## config.mk

```make
export PLATFORM = sky130hd
export DESIGN_NAME = err_calc
export DESIGN_NICKNAME = d
export VERILOG_FILES = /design/src/rtl/err_calc.sv
export SDC_FILE = /design/constraint.sdc
export NUM_CORES = 2
export LEC_CHECK = 0
export ABC_AREA = 1
export ABC_CLOCK_PERIOD_IN_PS = 7100
export CORE_MARGIN = 2
export CORE_UTILIZATION = 35
export DETAILED_ROUTE_END_ITERATION = 12
export GPL_TIMING_DRIVEN = 1
export PLACE_DENSITY_LB_ADDON = 0.3
export REMOVE_ABC_BUFFERS = 1
export SLEW_MARGIN = 40
export SYNTH_ARGS = -nofsm -noshare
export SYNTH_HDL_FRONTEND = slang
export SYNTH_SLANG_ARGS = --single-unit
```

## constraint.sdc

```tcl
create_clock -name clk -period 7.1 [get_ports clk]
set_input_delay 1.065 -clock clk [delete_from_list [all_inputs] [get_ports clk]]
set_output_delay 1.065 -clock clk [all_outputs]
set_load 0.05 [all_outputs]
```

## src/rtl/err_calc.sv

```systemverilog
// Error-phase responder: per strobed sample computes r = y - (b0 + b1*x) and accumulates r^2 into the SSE.
// Optional macro ERR_SAT_EN saturates the residual to W bits instead of wrapping.
module err_calc #(
  parameter int unsigned W         = 20,
  parameter int unsigned FRAC      = 10,
  parameter int unsigned N_SAMPLES = 150,
  parameter int unsigned ACC_W     = 48
) (
  input  logic             clk,
  input  logic             rst,
  input  logic             start,
  input  logic             en_err,
  input  logic [W-1:0]     x_in,
  input  logic [W-1:0]     y_in,
  input  logic [W-1:0]     b0,
  input  logic [W-1:0]     b1,
  output logic             err_done,
  output logic [W-1:0]     err_val,
  output logic [ACC_W-1:0] sse,
  output logic [7:0]       sample_cnt,
  output logic             sse_valid
);

  localparam int unsigned PW   = 2 * W;
  localparam int unsigned SQ_W = 2 * W - FRAC;
`ifdef ERR_SAT_EN
  localparam int unsigned RES_W = W + 2;
`else
  // Wrapping keeps only the low W bits, which depend only on the low W bits of the operands.
  localparam int unsigned RES_W = W;
`endif

  localparam logic [2:0] IDLE = 3'd0;
  localparam logic [2:0] MUL  = 3'd1;
  localparam logic [2:0] RES  = 3'd2;
  localparam logic [2:0] SQR  = 3'd3;
  localparam logic [2:0] ACC  = 3'd4;
  localparam logic [2:0] DONE = 3'd5;

  logic [2:0]              state;
  logic [2:0]              state_nxt;
  logic signed [W-1:0]     x_r;
  logic signed [W-1:0]     y_r;
  logic signed [RES_W-1:0] pred_r;
  logic [SQ_W-1:0]         sq_r;
  logic signed [PW-1:0]    prod_c;
  logic signed [PW-1:0]    sq_full_c;
  logic signed [RES_W-1:0] r_full_c;
  logic [W-1:0]            r_c;
  logic                    accept_c;

  assign accept_c  = (state == IDLE) && en_err && !sse_valid && !start;
  assign prod_c    = PW'($signed(b1)) * PW'(x_r);
  assign r_full_c  = RES_W'(y_r) - pred_r;
  assign sq_full_c = PW'($signed(err_val)) * PW'($signed(err_val));

  // Reduce the wide residual to W bits.
  always_comb begin
`ifdef ERR_SAT_EN
    if (r_full_c[RES_W-1:W-1] != {(RES_W-W+1){r_full_c[RES_W-1]}}) begin
      r_c = r_full_c[RES_W-1] ? {1'b1, {(W-1){1'b0}}} : {1'b0, {(W-1){1'b1}}};
    end else begin
      r_c = r_full_c[W-1:0];
    end
`else
    r_c = r_full_c;
`endif
  end

  always_ff @(posedge clk or posedge rst) begin
    if (rst) state <= IDLE;
    else     state <= state_nxt;
  end

  always_comb begin
    state_nxt = state;
    if (start) begin
      state_nxt = IDLE;
    end else begin
      case (state)
        IDLE:    if (accept_c) state_nxt = MUL;
        MUL:     state_nxt = RES;
        RES:     state_nxt = SQR;
        SQR:     state_nxt = ACC;
        ACC:     state_nxt = DONE;
        DONE:    state_nxt = IDLE;
        default: state_nxt = IDLE;
      endcase
    end
  end

  // Datapath and registered outputs.
  always_ff @(posedge clk or posedge rst) begin
    if (rst) begin
      x_r        <= '0;
      y_r        <= '0;
      pred_r     <= '0;
      sq_r       <= '0;
      err_done   <= 1'b0;
      err_val    <= '0;
      sse        <= '0;
      sample_cnt <= '0;
      sse_valid  <= 1'b0;
    end else if (start) begin
      err_done   <= 1'b0;
      err_val    <= '0;
      sse        <= '0;
      sample_cnt <= '0;
      sse_valid  <= 1'b0;
    end else begin
      err_done <= (state == ACC);
      case (state)
        IDLE: begin
          if (accept_c) begin
            x_r <= x_in;
            y_r <= y_in;
          end
        end
        MUL:  pred_r  <= RES_W'(prod_c >>> FRAC) + RES_W'($signed(b0));
        RES:  err_val <= r_c;
        SQR:  sq_r    <= SQ_W'(sq_full_c >> FRAC);
        ACC: begin
          sse <= sse + ACC_W'(sq_r);
          if (sample_cnt != 8'(N_SAMPLES)) sample_cnt <= sample_cnt + 8'd1;
          if (sample_cnt + 8'd1 == 8'(N_SAMPLES)) sse_valid <= 1'b1;
        end
        default: ;
      endcase
    end
  end

endmodule

```

==> results by group <==
Status
  • Outcome: finished with violations
  • Failing checks: DRC, setup timing

Die
  • Row cnt: 119
  • Die width: 330 um
  • Die area: 109000 um^2
  • Initial core utilization: 35.4%
  • Core area: 105000 um^2
  • Top Ports: 162
  • Die height: 330 um

Clocking
  • CTS tree: built
  • Hold Buf Count CTS: 0
  • CTS clk-pin slew, worst paths: 0.08 ns
  • CTS buffer count: 17
  • H-tree depth: 4
  • CTS Buffer Depth: 2
  • CTS Root Cell: clkbuf_16
  • Worst skew pair latency: 0.51 ns
  • # clock sinks: 171

Yosys
  • Multiplexer share of the synthesized area: 1.12%
  • Sequential cell area fraction in the yosys report: 11.5%
  • Adder-cell share of the synthesized area: 46.6%
  • Synth Area in Compound Gates: 7.28%
  • Largest family of logic cells by synthesized area: adder cells
  • Synth top area share: 37.5%
  • Synth Instances: 4712
  • Top_reg_cell synth: dfrtp_1
  • Async SR Flop Fraction: 100%
  • Post-synthesis instance area: 37300 um^2
  • Top post-synthesis cells by area: fa_1 38%, inv_1 13%, dfrtp_1 11%
  • Synth Area in Simple Gates: 16.9%
  • Yosys reg bits: 171
  • Mean Syn Cell Area: 7.91 um^2
  • Largest area contributor in the netlist: fa_1
  • Number of flops mapped to enable cells by yosys: 0
  • Number of distinct library cells after synthesis: 64
  • YS warnings: 0
  • Post-Synth XOR/XNOR Area: 1.79%

Min path
  • Min-delay worst type: flip-flop to flip-flop

Timing
  • Slew HR: 48.6%
  • Final WS setup: -0.412 ns
  • Period utilisation layout: 106%
  • Worst-margin pin slew: 0.771 ns
  • RSZ-0062 raised after global routing: yes
  • Skew final: 0.0266 ns
  • Final Slew Violations: 0
  • Fmax: 0.133 GHz
  • Minimum clock period: 7.51 ns
  • Endpoints failing setup: 14
  • Final hold viol count: 0

Global route
  • First-pass GRT wire length: 174000 um
  • Overall Global Routing Usage: 20.5%
  • Initial antenna violation count: 4
  • Largest net degree at the start of global routing: 61
  • Gr ovfl total: 0
  • Vias in the first global route: 33000

Final layout
  • Commonest cells after routing, fill and taps aside: 1277 x inv_1, 974 x nand2_1, 666 x fa_1
  • Layout cells sized above 1: 16.5%
  • Final net count: 6203
  • Final core area utilization: 43.1%
  • Antenna diode count: 0
  • Area Overhead vs Synth: 21.8%
  • Most common cell after layout, fill and taps aside: inv_1

Placed design
  • GPL Wtd Cong: 0.912
  • Port-buffer cells: 161
  • Hpwl dp: 92300 um

Setup path
  • Endpoint class of the critical path: flip-flop
  • WP data required: 7.49 ns
  • Slowest stage delay, CP: 0.53 ns
  • Crit path kind: primary input to flip-flop
  • Startpoint types: primary input
  • Critical Path Most Common Cell: fa_1
  • CP Max Fanout: 5
  • CP arrival: 7.90 ns
  • Slowest CP cell: fa_1

Drt
  • TritonRoute pass-1 iters: 9
  • Iteration-0 DRC count of the detailed router: 1672
  • Via count: 30900
  • Routed Antenna Nets: 0
  • Drt via density: 4.71
  • Routed wire per std cell: 16.6 um
  • Drt total wl: 109000 um
  • # DRC: 9

Flow run
  • Max-capacitance violation count: 0
cells by family (layout without fill, tap and decap cells):
group	after synthesis	after routing
multiplexers	37	37
XOR/XNOR	76	76
AND/OR/NAND/NOR	1522	1522
buffers and inverters	1468	1920
adder cells (fa/ha/maj)	968	968
flip-flops	171	171
AO/OA/AOI/OAI	470	470
cell type report:
| class | count | area (um^2) |
|---|---|---|
| fill | 10600 | 60000 |
| timing repair buffer | 556 | 4940 |
| multi-input combinational | 3073 | 28800 |
| clock inverter | 15 | 204 |
| inverter | 1332 | 5010 |
| clock buffer | 17 | 425 |
| sequential | 171 | 4290 |
| tap | 1391 | 1740 |
path summary, 6_finish.rpt:
kind	startpoint	to	slack (ns)	depth (start not counted)
setup / recovery	b1[9]	pred_r[19]$_DFFE_PP0P_	-0.41	38
hold / removal	sq_r[22]$_DFFE_PP0P_	sq_r[22]$_DFFE_PP0P_	0.50	2
max in group asynchronous	rst	sq_r[3]$_DFFE_PP0P_	4.91	3
min in group asynchronous	rst	x_r[9]$_DFFE_PP0P_	1.00	2
hold reg to reg	sq_r[22]$_DFFE_PP0P_	sq_r[22]$_DFFE_PP0P_	0.50	2
setup reg to reg	x_r[2]$_DFFE_PP0P_	pred_r[19]$_DFFE_PP0P_	-0.30	34
state kept, by name, indices dropped and copies added, names as in the netlist:
register and count:
sse 48, sq_r 30, err_val 20, pred_r 20
x_r 20, y_r 20, sample_cnt 8, state 3
err_done 1, sse_valid 1
critical path, delay by kind of cell:
kind / cells / cell delay (ns)
simple gates: 13 / 1.30
fa+ha+maj: 9 / 4.05
compound gates: 5 / 0.71
buf+inv: 11 / 0.75
per-layer routing:
layer,track usage [%],part of all wire [%]
met2,38.0,52
met4,5.09,2.4
met5,0,0
met3,2.32,4.1
met1,25.2,42
synth_stat cells, types with 3 or more instances:
master and instances:
dfrtp_1 171, a32o_1 3, inv_2 4, nand2_2 21, nand3b_1 7, or2_2 22, nor4_1 11, a21boi_0 6
o221ai_1 3, mux2_2 37, fa_1 699, o21ai_0 147, clkbuf_1 114, nor2_1 215, o21ai_2 6, xnor2_1 36
and3_1 4, or2_1 4, nor3_1 33, o22ai_1 15, ha_1 269, o21bai_1 14, nand3_1 113, nor2_4 3
a21oi_1 174, nor2_2 6, nand3_2 4, nand4_1 35, a21oi_2 5, xor2_1 40, o31ai_1 7, a21o_1 13
o211ai_1 7, o21ai_1 14, inv_1 1326, a31oi_1 35, buf_1 4, nand2_1 1033, buf_2 9, o21a_1 4
buf_4 8
metrics by stage:
| step | TNS (ns) | area [um^2] | worst slack (ns) | std cells | hold WS [ns] |
|---|---|---|---|---|---|
| finish | -3.52 | 45400 | -0.412 | 6555 | 0.497 |
| global route | -6.56 | 45400 | -0.609 | 6555 | 0.530 |
| CTS | -3.22 | 44700 | -0.420 | 6537 | 0.502 |
| detailed placement | -22.18 | 42800 | -1.76 | 6455 | 0.477 |
| global placement | -21.74 | 42800 | -1.68 | 6455 | 0.466 |
| floorplan | -3.33 | 36700 | -0.476 | 4576 | 0.446 |
timing repair:
action                                  in CTS  in global routing
endpoints found under the setup margin      17                 22
resized for setup                          281                202
cloned                                       1                  0
pin swaps                                  128                168
setup buffers                               53                 26
Power is not shown: default switching activity piles up to over one toggle a cycle in this logic, so the estimate is an artifact.
